[config.mk]
export PLATFORM = sky130hd
export DESIGN_NAME = vec_store_seq
export DESIGN_NICKNAME = d
export VERILOG_FILES = /design/src/rtl/vec_pkg.sv /design/src/rtl/vst_addr_gen.sv /design/src/rtl/vec_store_seq.sv
export SDC_FILE = /design/constraint.sdc
export NUM_CORES = 1
export LEC_CHECK = 0
export ABC_AREA = 0
export BUFFER_PORTS_ARGS = -buffer_cell sky130_fd_sc_hd__buf_2
export CORE_MARGIN = 3
export CORE_UTILIZATION = 40
export DETAILED_ROUTE_END_ITERATION = 12
export MAX_ROUTING_LAYER = met4
export PLACE_DENSITY = 0.75
export REMOVE_ABC_BUFFERS = 1
export SETUP_SLACK_MARGIN = 0.02
export SYNTH_ARGS = -nofsm -noshare
export SYNTH_HDL_FRONTEND = slang
export SYNTH_HIERARCHICAL = 1
export SYNTH_SLANG_ARGS = --single-unit
[constraint.sdc]
create_clock -name clk -period 2 [get_ports clk]
set_clock_uncertainty 0.1 [all_clocks]
set_input_delay 0.2 -clock clk [delete_from_list [all_inputs] [get_ports clk]]
set_output_delay 0.2 -clock clk [all_outputs]
set_load 0.01 [all_outputs]
[src/rtl/vec_pkg.sv]
// Shared types and sizing for the vector store path.
// Contents: LANES/DATA_W/ADDR_W defaults, lane-index width, vector and
// address typedefs, and the store sequencer state encoding.
// Optional feature macro used by vec_store_seq: VSTORE_MASK_EN.
package vec_pkg;

  localparam int LANES  = 16;
  localparam int DATA_W = 8;
  localparam int ADDR_W = 16;
  localparam int IDX_W  = $clog2(LANES);

  typedef logic [LANES-1:0][DATA_W-1:0] vec_t;
  typedef logic [ADDR_W-1:0]            addr_t;
  typedef logic [DATA_W-1:0]            elem_t;
  typedef logic [IDX_W-1:0]             idx_t;

  typedef enum logic [1:0] {
    VST_IDLE  = 2'd0,
    VST_WRITE = 2'd1,
    VST_DONE  = 2'd2
  } vst_state_t;

endpackage

[src/rtl/vst_addr_gen.sv]
// Address generator for the vector store sequencer.
// Holds the captured base address and the current lane index, and
// produces base+idx (ADDR_W-bit wrap, carry dropped) plus a last-lane flag.
// Ports:
//   clk, rst_n   clock, asynchronous active-low reset
//   i_load       capture i_base and clear the lane index
//   i_base       element-0 address
//   i_advance    step to the next lane
//   o_addr       base + idx
//   o_idx        current lane index
//   o_last       idx == LANES-1
module vst_addr_gen
  import vec_pkg::*;
(
  input  logic  clk,
  input  logic  rst_n,
  input  logic  i_load,
  input  addr_t i_base,
  input  logic  i_advance,
  output addr_t o_addr,
  output idx_t  o_idx,
  output logic  o_last
);

  addr_t r_base;
  idx_t  r_idx;

  always_ff @(posedge clk or negedge rst_n) begin
    if (!rst_n) begin
      r_base <= '0;
      r_idx  <= '0;
    end else if (i_load) begin
      r_base <= i_base;
      r_idx  <= '0;
    end else if (i_advance) begin
      r_idx <= r_idx + 1'b1;
    end
  end

  // Unsigned add at ADDR_W bits; overflow past the top of memory wraps to 0.
  assign o_addr = r_base + addr_t'(r_idx);
  assign o_idx  = r_idx;
  assign o_last = (r_idx == idx_t'(LANES - 1));

endmodule

[src/rtl/vec_store_seq.sv]
// Vector store sequencer: captures one LANES-wide vector and a base
// address, then issues one element write per lane at base+0..base+LANES-1
// on a single-port memory, stalling on mem_gnt_i, and pulses done_o once.
// Optional feature macro: VSTORE_MASK_EN (adds mask_i; masked-off lanes
// take one cycle with no write and no wait for grant).
// Ports:
//   clk, rst_n          clock, asynchronous active-low reset
//   start_i             store request, accepted when ready_o=1
//   base_i, vdata_i     address / payload, sampled on accept
//   mask_i              per-lane write enable (VSTORE_MASK_EN only)
//   ready_o, done_o     idle indication / one-cycle completion pulse
//   mem_we_o, mem_addr_o, mem_wdata_o, mem_gnt_i   memory write port
module vec_store_seq
  import vec_pkg::*;
(
  input  logic             clk,
  input  logic             rst_n,
  input  logic             start_i,
  input  addr_t            base_i,
  input  vec_t             vdata_i,
`ifdef VSTORE_MASK_EN
  input  logic [LANES-1:0] mask_i,
`endif
  output logic             ready_o,
  output logic             done_o,
  output logic             mem_we_o,
  output addr_t            mem_addr_o,
  output elem_t            mem_wdata_o,
  input  logic             mem_gnt_i
);

  vst_state_t r_state;
  vec_t       r_vdata;

  logic  w_load;
  logic  w_advance;
  logic  w_lane_en;
  logic  w_we;
  logic  w_last;
  addr_t w_addr;
  idx_t  w_idx;

  assign w_load = (r_state == VST_IDLE) && start_i;

`ifdef VSTORE_MASK_EN
  logic [LANES-1:0] r_mask;

  always_ff @(posedge clk or negedge rst_n) begin
    if (!rst_n)      r_mask <= '0;
    else if (w_load) r_mask <= mask_i;
  end

  assign w_lane_en = r_mask[w_idx];
`else
  assign w_lane_en = 1'b1;
`endif

  // A disabled lane never waits for grant, so it always costs one cycle.
  assign w_advance = (r_state == VST_WRITE) && (w_lane_en ? mem_gnt_i : 1'b1);

  vst_addr_gen u_addr_gen (
    .clk       (clk),
    .rst_n     (rst_n),
    .i_load    (w_load),
    .i_base    (base_i),
    .i_advance (w_advance),
    .o_addr    (w_addr),
    .o_idx     (w_idx),
    .o_last    (w_last)
  );

  always_ff @(posedge clk or negedge rst_n) begin
    if (!rst_n) begin
      r_state <= VST_IDLE;
      r_vdata <= '0;
    end else begin
      case (r_state)
        VST_IDLE: begin
          if (start_i) begin
            r_state <= VST_WRITE;
            r_vdata <= vdata_i;
          end
        end
        VST_WRITE: begin
          if (w_advance && w_last) r_state <= VST_DONE;
        end
        VST_DONE: r_state <= VST_IDLE;
        default:  r_state <= VST_IDLE;
      endcase
    end
  end

  // Outputs decode directly from registered state so the asynchronous
  // reset clears them immediately; address/data are forced to 0 when idle.
  assign w_we        = (r_state == VST_WRITE) && w_lane_en;
  assign mem_we_o    = w_we;
  assign mem_addr_o  = w_we ? w_addr : '0;
  assign mem_wdata_o = w_we ? r_vdata[w_idx] : '0;
  assign ready_o     = (r_state == VST_IDLE);
  assign done_o      = (r_state == VST_DONE);

endmodule
# After elaboration in Yosys (flattened, before gate mapping)
# Cells that the tools add are included.
dict set report word_totals {
  word_cells 43
  ff_bits 150
  out_inout_bits 27
  inputBits 148
}
dict set report op_classes {
  n_mux 9
  magnitude_cmp 1
  eq_ne 5
  add_sub_neg 2
  n_reduce_logical 7
}
# op count
set op_table {}
lappend op_table {{$bmux W8 S4} 1}
lappend op_table {{$add A16 B4 Y16} 1}
lappend op_table {{$mux W16} 1}
lappend op_table {{$mux W8} 2}
lappend op_table {{$mux W4} 2}
lappend op_table {{$lt A4 B5 Y1 const B} 1}
lappend op_table {{$add A4 B1 Y4 const B} 1}
lappend op_table {{$eq A4 B4 Y1 const B} 1}
lappend op_table {{$mux W2} 2}
lappend op_table {{$pmux W2 S2} 1}
lappend op_table {{$reduce_and A2 Y1} 2}
lappend op_table {{$logic_and A1 B1 Y1} 3}
lappend op_table {{$eq A2 B1 Y1 const B} 1}
lappend op_table {{$eq A2 B2 Y1 const B} 1}
lappend op_table {{$logic_not A2 Y1} 1}
lappend op_table {{$ne A2 B1 Y1 const B} 1}
lappend op_table {{$ne A2 B2 Y1 const B} 1}
lappend op_table {{$reduce_bool A2 Y1} 1}

# Logic depth before layout (Yosys ltp)
# Gate-level depths: netlist of run 1.
dict set report logic_depth {
  depth_word 5
  mapped_depth 7
}

# By module
# Netlist of run 1, hierarchy kept.
# module instances seq_area_each_um2 area_per_inst_um2 cells_each
set modules_own_cells {}
lappend modules_own_cells {vec_store_seq 1 3253.1 6575.1 399}
lappend modules_own_cells {vst_addr_gen 1 500.5 1118.6 93}

# Worst setup path before layout of run 1
# Ideal clock, no wire load.
dict set report synth_path {
  path_type {register to output}
  start {register u_addr_gen.r_idx[0], in the netlist u_addr_gen/o_idx[0]}
  end {output port mem_addr_o[10]}
  path_slack_ns -0.075
  path_stages_with_launch 8
  path_buffers 0
  arrival_ns 1.775
  cell_sequence {dfrtp_1 > ha_1 > fa_1 > nand3_1 > a21boi_4 > and3_1 > xor2_1 > and2_1}
}
dict set report synth_via {
  elab_chain_len 2
}
# element line_no
set synth_rtl {}
lappend synth_rtl {{start: declaration} vst_addr_gen.sv:26} ;# idx_t r_idx;
lappend synth_rtl {{start signal: assignment} vst_addr_gen.sv:36} ;# r_idx <= r_idx + 1'b1;
lappend synth_rtl {{$add A16 B4 Y16} vst_addr_gen.sv:41} ;# assign o_addr = r_base + addr_t'(r_idx);
lappend synth_rtl {{via w_addr[10]} vec_store_seq.sv:40} ;# addr_t w_addr;
lappend synth_rtl {{$mux W16} vec_store_seq.sv:97} ;# assign mem_addr_o = w_we ? w_addr : '0;
lappend synth_rtl {{end: declaration} vec_store_seq.sv:27} ;# output addr_t mem_addr_o,
# The timed path passes the listed nets, and every way through them passes these cells.

# Final worst setup path of run 1
dict set report layout_path {
  start {register u_addr_gen.r_idx[0], in the netlist u_addr_gen/o_idx[0]}
  end {output port mem_addr_o[6]}
}
# The elaborated chain is that of the path after synthesis.

==> summary.txt, run 1 <==
Layout
  • Area grow syn2layout: 47.57%
  • Fin nets: 995
  • Share of cells above drive strength 1: 52.34%
  • Antenna diodes: 0
  • Fin util: 60.29%

Route
  • DRC: 0
  • DRT Wirelength: 20,520 µm
  • Pre-antenna DRT Iters: 4
  • Drt wl/cell: 18.42 µm
  • Final ANT Viol Nets: 0
  • Vias: 5,346
  • Initial DRC Count: 218
  • Via/cell ratio: 4.799

Yosys
  • Post-synth EDFFs: 0
  • Top FF cell, synth: dfrtp_1
  • Total number of yosys warnings: 6
  • Cells after synthesis: 492
  • Synth cell types: 40
  • Avg Cell Area, Syn: 15.64 µm²
  • Mapped cell area: 7694 µm²
  • Seq/Total Area, Yosys: 48.79%
  • Number of synthesized register bits: 150
  • Ys async rst share: 100.0%

Power and ir drop
  • Clock power share: 19.5%
  • LEAKAGE: 5.162 nW
  • Internal Power: 11.63 mW
  • Sequential share of power: 32.8%
  • Cell Pwr Density: 1515 nW/µm²
  • Sw frac: 32.42%
  • Combinational group share of total power: 47.7%
  • Max IR drop VDD: 803.9 µV
  • Net Sw Power: 5.576 mW

Global routing
  • Largest net degree at the start of global routing: 61
  • Total gr overflow: 0
  • GRT Total Usage: 20.70%
  • Vias in the first global route: 6,012
  • Global-route wire length before repair: 32,060 µm
  • Initial antenna violation count: 0

Status
  • Failing checks: setup timing
  • Status: finished with violations

STA
  • Final setup fails: 23
  • Final Hold Viols: 0
  • Max transition margin: 65.91%
  • Final Cycle Share: 123.4%
  • Setup TNS: -8.436 ns
  • RSZ-0062 raised after global routing: yes
  • Fmax: 0.4053 GHz
  • Hold Worst Slack: 0.1910 ns
  • Post-layout min period: 2.467 ns
  • Final worst slack: -0.4671 ns
  • Worst-margin pin slew: 0.5114 ns
  • Count of pins over their slew limit: 0

Clocking
  • CTS tree: built
  • Clk buf depth: 2
  • Num CTS Buffers: 17
  • CTS clk-pin slew, worst paths: 0.06 ns
  • H-tree lvl count: 4
  • CTS root buffer: clkbuf_16
  • CTS Sinks: 150
  • Clk_lat worst skew: 0.41 ns

Floorplanning
  • Full die area: 20,930 µm²
  • Die height: 144.7 µm
  • Rows: 50
  • Starting density of the core: 40.86%
  • Die Span X: 144.7 µm
  • Ports: 175
  • CORE AREA: 18,830 µm²

Worst setup path
  • WP data required: 1.70 ns
  • Critical path peak fanout: 2
  • Flop2flop setup slack: 0.16 ns
  • Crit. End Element: output port
  • Slowest stage delay, CP: 0.44 ns
  • Slowest cell on the critical path: dfrtp_2
  • CP Class: register to output port
  • CP Cell Sequence: ha_4, fa_2, nand3_4, and2_4, nor2_2, xor2_1, and2_1, buf_2
  • Worst setup SP type: register
  • Worst EP arrival: 2.17 ns

Hold path
  • Hold Crit Class: input pin to async pin

Flow run
  • Max_cap viols: 0

Place
  • GP Congestion: 0.7730
  • Detailed-placement wirelength estimate: 12,510 µm
  • PortBufs: 174
[worst max-delay path: cells and delay by family, from the launching register on]
kind / cells / cell delay [ns]
adder cells (fa/ha/maj): 2 / 0.57
XOR/XNOR: 1 / 0.16
flip-flops: 1 / 0.44
AND/OR/NAND/NOR: 4 / 0.45
buffers and inverters: 1 / 0.13
[synthesized netlist by cell type, types with 4 or more instances]
library cell  count  area, µm²
mux2_2           44      495.5
and3_1            5      31.28
buf_4             4      30.03
xnor2_1          11      96.34
nand4_1           4      25.02
a22oi_1          13      97.59
o22ai_1           8      50.05
buf_12           12      240.2
mux2i_1          36      360.4
clkbuf_1          5      18.77
nand2_1          13      48.80
nor2_1            7      26.28
mux2_4          100       1501
mux4_2           16      360.4
dfrtp_1         150       3754
buf_6             4      45.04
ha_1              5      62.56
and2_1           19      118.9
xor2_1            6      52.55
[per-stage QoR]
step | total power [mW] | area (µm²) | cells | setup slack [ns]
floorplan | 10.43 | 7328 | 461 | -0.9789
global placement | 12.69 | 8994 | 933 | -0.1563
detailed placement | 12.83 | 8994 | 933 | -0.1702
CTS | 16.90 | 11240 | 1113 | -0.4806
global route | 18.22 | 11350 | 1114 | -0.5391
finish | 17.20 | 11350 | 1114 | -0.4671
[state kept, by name (all words and copies together) (netlist names)]
signal	count
u_addr_gen/o_idx	4
u_addr_gen/r_base	16
r_vdata	128
r_state	2
[power groups by stage]
stage          clock network (mW)  registers (mW)  logic [mW]
2_1_floorplan                   0            5.50        4.93
3_3_place_gp                    0            5.52        7.18
3_5_place_dp                    0            5.57        7.26
4_1_cts                      3.44            5.59        7.88
5_1_grt                      3.58            5.83        8.81
6_report                     3.36            5.65        8.20
[placed cells by master (no fill, tap or decap), types with 5 or more instances in the layout]
master         instances
and2_1                16
nand2_1                9
mux4_2                16
nor2_1                 5
mux2_2                44
mux2i_1               36
mux2_4               100
o22ai_1                7
dlygate4sd3_1        146
a22oi_2                7
buf_4                 18
buf_6                 12
dfrtp_1              146
xnor2_1                9
a22oi_1                6
clkbuf_16             17
buf_12                15
xor2_1                 6
buf_2                169
[worst paths after layout]
kind	end	cells past startpoint	startpoint
worst max-delay path	mem_addr_o[6]	8	u_addr_gen/o_idx[0]
worst min-delay path	r_vdata[58]	2	rst_n
worst max register to register	r_vdata[91]	5	r_state[0]
worst min register to register	r_vdata[9]	1	r_vdata[9]
max in group asynchronous	r_vdata[72]	3	rst_n
min in group clk	r_vdata[51]	3	start_i
[final cells by class]
type                    instances  area [µm²]
clock inverters                13       170.2
clock buffers                  19       452.9
multi-input cells             311        3754
repair buffers                361        2893
fillers                      1370        7477
well taps                     260       325.3
flip-flops and latches        150        3759
[per-layer routing]
metal	global-route usage [%]	up-vias	wire length, µm
li1	-	2506	-
met5	-	-	0
met1	25.37	2691	8842
met3	4.502	17	764
met2	35.53	132	10700
met4	4.271	0	212
[cell families (layout without fill, tap and decap cells)]
kind of cell             count (synthesis)  count (layout)  synth area share [%]
buffers and inverters                   31             393                 4.749
AO/OA/AOI/OAI                           30              30                 2.862
multiplexers                           199             199                 36.35
XOR/XNOR                                17              17                 1.935
adder cells (fa/ha/maj)                  6               6                 1.073
AND/OR/NAND/NOR                         59              59                 4.245
flip-flops                             150             150                 48.79
[repair_timing]
item,in CTS,in global routing
endpoints found under the setup margin,23,24
setup buffers,2,2
gates resized for setup,31,25
hold buffers,146,0
endpoints found under the hold margin,194,0
pin swaps,13,19
Note: power is estimated with default switching activity, not from simulation.
==> run 2, diff against run 1 <==
--- a/config.mk
+++ b/config.mk
@@ -12,6 +12,7 @@
 export DETAILED_ROUTE_END_ITERATION = 12
 export MAX_ROUTING_LAYER = met4
 export PLACE_DENSITY = 0.75
+export RECOVER_POWER = 25
 export REMOVE_ABC_BUFFERS = 1
 export SETUP_SLACK_MARGIN = 0.02
 export SYNTH_ARGS = -nofsm -noshare
==> run 2 against run 1 <==
Compared with the run above:
- the flow still finishes with violations (setup timing)
- core utilization hardly changed
- largest power group unchanged
- clock power hardly changed
- critical path depth stayed put
- via count is 0.17% higher
- hold slack better by 0.041 ns
- critical endpoint unchanged
- register-to-register slack hardly changed
==> summary.txt, run 2 (synthesis gave the netlist of run 1 again) <==
Worst setup path
  • Worst setup SP type: register (unchanged)
  • Crit. End Element: output port (unchanged)
  • CP Buf/Inv Count: 1 (unchanged)
  • WP data required: 1.70 ns (about the same)
  • Critical path's top delay family: adder cells (unchanged)
  • Slowest cell on the critical path: dfrtp_2 (unchanged)
  • R2r startpoint: r_state[0] (unchanged)
  • CP Class: register to output port (unchanged)
  • CP Cell Sequence: ha_4, fa_2, nand3_4, and2_4, nor2_2, xor2_1, and2_1, buf_2 (unchanged)
  • Crit. Startpoint: u_addr_gen/o_idx[0] (unchanged)
  • Worst EP arrival: 2.17 ns (about the same)
  • Slowest stage delay, CP: 0.44 ns (about the same)
  • Critical path peak fanout: 2 (unchanged)

Route
  • Final ANT Viol Nets: 0 (unchanged)
  • Pre-antenna DRT Iters: 4 (unchanged)
  • Met2 wire length: 10,690 µm (was 10,700 µm)
  • DRC: 0 (unchanged)
  • Initial DRC Count: 218 (unchanged)
  • Via/cell ratio: 4.807 (was 4.799)
  • DRT Wirelength: 20,530 µm (was 20,520 µm)
  • Vias: 5,355 (was 5,346)
  • Met3 Routed Length: 717 µm (was 764 µm)
  • Drt wl/cell: 18.43 µm (was 18.42 µm)
  • M1 WL: 8908 µm (was 8842 µm)
  • Top sig layer: met4 (unchanged)

Global routing
  • GRT Total Usage: 20.70% (unchanged)
  • Global-route wire length before repair: 32,060 µm (unchanged)
  • Largest net degree at the start of global routing: 61 (unchanged)
  • Total gr overflow: 0 (unchanged)
  • Initial antenna violation count: 0 (unchanged)
  • Vias in the first global route: 6,012 (unchanged)

STA
  • Worst-margin pin slew: 1.357 ns (was 0.5114 ns)
  • Final Hold Viols: 0 (unchanged)
  • Final worst slack: -0.4660 ns (was -0.4671 ns)
  • Max transition margin: 9.510% (was 65.91%)
  • Fmax: 0.4055 GHz (was 0.4053 GHz)
  • Final setup fails: 23 (unchanged)
  • Post-layout min period: 2.466 ns (was 2.467 ns)
  • Count of pins over their slew limit: 0 (unchanged)
  • Hold Worst Slack: 0.2316 ns (was 0.1910 ns)
  • RSZ-0062 raised after global routing: yes (unchanged)
  • Setup TNS: -8.409 ns (was -8.436 ns)
  • Final Cycle Share: 123.3% (was 123.4%)

Layout
  • Max FFs per register: 128 (unchanged)
  • Final Cell Area: 11,350 µm² (about the same)
  • Antenna diodes: 0 (unchanged)
  • Most frequent cells in the layout: buf_2, dlygate4sd3_1, dfrtp_1 (unchanged)
  • Final Non-Filler Cells: 1,114 (unchanged)
  • Area grow syn2layout: 47.49% (was 47.57%)
  • Share of cells above drive strength 1: 52.34% (unchanged)
  • Fin util: 60.26% (was 60.29%)
  • Fin nets: 995 (unchanged)
  • Most flop-heavy register: r_vdata (unchanged)
  • Most common cell after layout, fill and taps aside: buf_2 (unchanged)

Place
  • Detailed-placement wirelength estimate: 12,510 µm (unchanged)
  • Placed cell area: 8994 µm² (unchanged)
  • GP Congestion: 0.7730 (unchanged)
  • PortBufs: 174 (unchanged)
  • Placed cells: 933 (unchanged)
  • Pre-CTS setup slack: -0.1702 ns (unchanged)

Clocking
  • CTS Sinks: 150 (unchanged)
  • Clk_lat worst skew: 0.41 ns (about the same)
  • H-tree lvl count: 4 (unchanged)
  • Num CTS Buffers: 17 (unchanged)
  • CTS tree: built (unchanged)
  • Clk buf depth: 2 (unchanged)
  • CTS clk-pin slew, worst paths: 0.06 ns (about the same)
  • CTS root buffer: clkbuf_16 (unchanged)

Floorplanning
  • CORE AREA: 18,830 µm² (unchanged)
  • Die height: 144.7 µm (unchanged)
  • Rows: 50 (unchanged)
  • Ports: 175 (unchanged)
  • Starting density of the core: 40.86% (unchanged)
  • Die Span X: 144.7 µm (unchanged)
  • Full die area: 20,930 µm² (unchanged)

Power and ir drop
  • Internal Power: 11.62 mW (was 11.63 mW)
  • Net Sw Power: 5.575 mW (was 5.576 mW)
  • Sequential share of power: 32.8% (about the same)
  • LEAKAGE: 5.159 nW (was 5.162 nW)
  • Max IR drop VDD: 803.8 µV (was 803.9 µV)
  • Total chip power: 17.20 mW (about the same)
  • Cell Pwr Density: 1516 nW/µm² (was 1515 nW/µm²)
  • Clock power share: 19.5% (about the same)
  • Combinational group share of total power: 47.7% (about the same)
  • Sw frac: 32.42% (about the same)

Flow run
  • Max_cap viols: 0 (unchanged)

Status
  • Status: finished with violations (unchanged)
  • Failing checks: setup timing (unchanged)

Hold path
  • Hold Crit Class: input pin to register (was input pin to async pin)
  • Hold path startpoint: start_i
==> run 2: routing by layer <==
layer  track usage, %  up-vias
li1                 -     2505
met1            25.37     2698
met2            35.53      133
met3            4.502       19
met4            4.271        0
met5                -        -
==> run 2: power by group through the flow <==
stage | Sequential (mW) | Combinational [mW] | Clock [mW]
after global routing | 5.83 | 8.81 | 3.58
after detailed placement | 5.57 | 7.26 | 0
after floorplan | 5.50 | 4.93 | 0
after global placement | 5.52 | 7.18 | 0
final | 5.65 | 8.20 | 3.35
after CTS | 5.59 | 7.88 | 3.44
==> run 2: final cells by class <==
cell class / count / area (µm²)
Fill cell: 1371 / 7483
Sequential cell: 150 / 3759
Multi-Input combinational cell: 311 / 3754
Timing Repair Buffer: 361 / 2887
Clock buffer: 19 / 452.9
Tap cell: 260 / 325.3
Clock inverter: 13 / 170.2
==> run 2: path summary, 6_finish.rpt <==
check,end,slack (ns),cells past startpoint
worst max-delay path,mem_addr_o[6],-0.47,8
min in group asynchronous,r_vdata[58],0.52,2
max in group asynchronous,r_vdata[88],0.23,3
worst max register to register,r_vdata[91],0.16,5
worst min register to register,r_vdata[9],0.41,1
worst min-delay path,r_vdata[51],0.23,3
==> run 2: worst reg2reg max path, stage by stage (launching register included) <==
cell and delay [ns]:
dfrtp_1 0.39, nor2_1 0.18, and2_4 0.31, buf_12 0.20, buf_12 0.21, mux2_4 0.33
==> run 2: what timing repair did <==
| item | 4_1_cts | 5_1_grt |
|---|---|---|
| setup buffers | 2 | 2 |
| hold buffers | 146 | 0 |
| hold endpoints to repair | 194 | 0 |
| pin swaps | 13 | 19 |
| gates cloned | 0 | 0 |
| gates resized for setup | 31 | 25 |
| endpoints found under the setup margin | 23 | 24 |
==> run 3, diff against run 2 <==
--- a/config.mk
+++ b/config.mk
@@ -9,6 +9,8 @@
 export BUFFER_PORTS_ARGS = -buffer_cell sky130_fd_sc_hd__buf_2
 export CORE_MARGIN = 3
 export CORE_UTILIZATION = 40
+export CTS_BUF_LIST = sky130_fd_sc_hd__clkbuf_4
+export CTS_CLUSTER_DIAMETER = 100
 export DETAILED_ROUTE_END_ITERATION = 12
 export MAX_ROUTING_LAYER = met4
 export PLACE_DENSITY = 0.75
==> run 3 against run 2 <==
Compared with the run above:
- the flow still finishes with violations (setup timing)
- fmax decreased by 5.0%
- wire length decreased by 0.36%
- non-clock buffer count is 2 higher
- largest power group unchanged
- combinational power is 2% higher
- hold slack lost 0.13 ns
- largest cell class is now multi-input combinational cells
- final area is 2.5% lower
- critical path depth is the same
- count of clock-buffer cells in the layout down 2
==> summary.txt, run 3 (synthesis gave the netlist of run 1 again) <==
Status
  • Status: finished with violations (unchanged)
  • Failing checks: setup timing (unchanged)

Layout
  • Fin util: 58.75% (was 60.26%)
  • Final Non-Filler Cells: 1,116 (was 1,114)
  • Antenna diodes: 0 (unchanged)
  • Area grow syn2layout: 43.80% (was 47.49%)
  • Most frequent cells in the layout: buf_2, dlygate4sd3_1, dfrtp_1 (unchanged)
  • Share of cells above drive strength 1: 53.04% (was 52.34%)
  • Final Cell Area: 11,060 µm² (was 11,350 µm²)
  • Most flop-heavy register: r_vdata (unchanged)
  • Max FFs per register: 128 (unchanged)
  • Most common cell after layout, fill and taps aside: buf_2 (unchanged)
  • Fin nets: 997 (was 995)

Clocking
  • CTS tree: built (unchanged)
  • CTS clk-pin slew, worst paths: 0.13 ns (was 0.06 ns)
  • Clk_lat worst skew: 0.54 ns (was 0.41 ns)
  • CTS Sinks: 150 (unchanged)
  • CTS root buffer: clkbuf_4 (was clkbuf_16)
  • Num CTS Buffers: 17 (unchanged)
  • H-tree lvl count: 4 (unchanged)
  • Clk buf depth: 2 (unchanged)

STA
  • Max transition margin: 10.28% (was 9.510%)
  • Final worst slack: -0.5950 ns (was -0.4660 ns)
  • Final setup fails: 23 (unchanged)
  • Hold Worst Slack: 0.09862 ns (was 0.2316 ns)
  • Final Hold Viols: 0 (unchanged)
  • Post-layout min period: 2.595 ns (was 2.466 ns)
  • Setup TNS: -11.42 ns (was -8.409 ns)
  • Worst-margin pin slew: 1.346 ns (was 1.357 ns)
  • RSZ-0062 raised after global routing: yes (unchanged)
  • Count of pins over their slew limit: 0 (unchanged)
  • Fmax: 0.3854 GHz (was 0.4055 GHz)
  • Final Cycle Share: 129.8% (was 123.3%)

Worst setup path
  • Crit. End Element: output port (unchanged)
  • CP Class: register to output port (unchanged)
  • Critical path peak fanout: 3 (was 2)
  • Worst EP arrival: 2.30 ns (was 2.17 ns)
  • Worst setup SP type: register (unchanged)
  • WP data required: 1.70 ns (about the same)

Global routing
  • Largest net degree at the start of global routing: 61 (unchanged)
  • Initial antenna violation count: 0 (unchanged)
  • GRT Total Usage: 20.49% (was 20.70%)
  • Total gr overflow: 0 (unchanged)
  • Vias in the first global route: 5,980 (was 6,012)
  • Global-route wire length before repair: 32,000 µm (was 32,060 µm)

Power and ir drop
  • Net Sw Power: 5.509 mW (was 5.575 mW)
  • LEAKAGE: 5.035 nW (was 5.159 nW)
  • Combinational group share of total power: 52.3% (was 47.7%)
  • Sw frac: 34.33% (was 32.42%)
  • Sequential share of power: 35.0% (was 32.8%)
  • Max IR drop VDD: 896.9 µV (was 803.8 µV)
  • Internal Power: 10.54 mW (was 11.62 mW)
  • Clock power share: 12.6% (was 19.5%)
  • Cell Pwr Density: 1450 nW/µm² (was 1516 nW/µm²)

Route
  • DRT Wirelength: 20,460 µm (was 20,530 µm)
  • Drt wl/cell: 18.33 µm (was 18.43 µm)
  • Via/cell ratio: 4.842 (was 4.807)
  • Pre-antenna DRT Iters: 4 (unchanged)
  • Vias: 5,404 (was 5,355)
  • Final ANT Viol Nets: 0 (unchanged)
  • DRC: 0 (unchanged)
  • Initial DRC Count: 180 (was 218)

Floorplanning
  • Die Span X: 144.7 µm (unchanged)
  • Ports: 175 (unchanged)
  • CORE AREA: 18,830 µm² (unchanged)
  • Starting density of the core: 40.86% (unchanged)
  • Rows: 50 (unchanged)
  • Die height: 144.7 µm (unchanged)
  • Full die area: 20,930 µm² (unchanged)

Place
  • Placed cell area: 8994 µm² (unchanged)
  • Placed cells: 933 (unchanged)
  • Detailed-placement wirelength estimate: 12,510 µm (unchanged)
  • GP Congestion: 0.7730 (unchanged)
  • PortBufs: 174 (unchanged)

Flow run
  • Max_cap viols: 0 (unchanged)

Hold path
  • Hold Crit Class: input pin to register (unchanged)
[run 3: worst max-delay path, stage by stage, from the launching register on]
cell	delay, ns
dfrtp_2	0.47
buf_6	0.13
fa_2	0.42
nand3_4	0.09
and2_4	0.16
nor2_2	0.04
xor2_1	0.16
and2_1	0.16
buf_2	0.13
[run 3: layout make-up]
type,instances,area [µm²]
Sequential cell,150,3759
Timing Repair Buffer,363,2904
Clock buffer,17,127.6
Multi-Input combinational cell,311,3770
Clock inverter,15,177.7
Tap cell,260,325.3
Fill cell,1409,7767
[run 3: what timing repair did]
| action | 4_1_cts | 5_1_grt |
|---|---|---|
| resized for setup | 33 | 33 |
| pin swaps | 14 | 13 |
| setup endpoints to repair | 25 | 25 |
| hold buffers | 146 | 0 |
| endpoints found under the hold margin | 296 | 0 |
| setup buffers | 4 | 2 |
[run 3: per-stage QoR]
step / total power [mW] / worst slack, ns
finish: 16.05 / -0.5950
global route: 17.06 / -0.7152
CTS: 15.61 / -0.6550
detailed placement: 12.83 / -0.1702
global placement: 12.69 / -0.1563
floorplan: 10.43 / -0.9789
[run 3: routing by layer]
metal / part of all wire [%] / track usage [%] / up-vias / wire (µm)
met1: 44 / 25.92 / 2742 / 8922
li1: - / - / 2502 / -
met4: 1.2 / 4.615 / 0 / 247
met2: 51 / 33.97 / 140 / 10470
met5: 0 / - / - / 0
met3: 4.0 / 4.601 / 20 / 819
[run 3: final timing paths]
check / startpoint / to / slack (ns) / depth (start not counted)
hold / removal: start_i / r_vdata[52] / 0.1 / 3
setup reg to reg: r_state[1] / r_vdata[107] / 0.15 / 5
hold reg to reg: r_vdata[9] / r_vdata[9] / 0.42 / 1
setup / recovery: u_addr_gen/r_base[1] / mem_addr_o[6] / -0.60 / 8
min in group asynchronous: rst_n / r_vdata[13] / 0.41 / 2
max in group asynchronous: rst_n / r_vdata[88] / 0.33 / 3
[run 3: power by group through the flow]
stage	Clock (mW)	Sequential [mW]	Combinational [mW]
floorplan	0	5.50	4.93
global placement	0	5.52	7.18
detailed placement	0	5.57	7.26
CTS	2.10	5.56	7.96
global route	2.24	5.81	9.00
finish	2.03	5.62	8.39
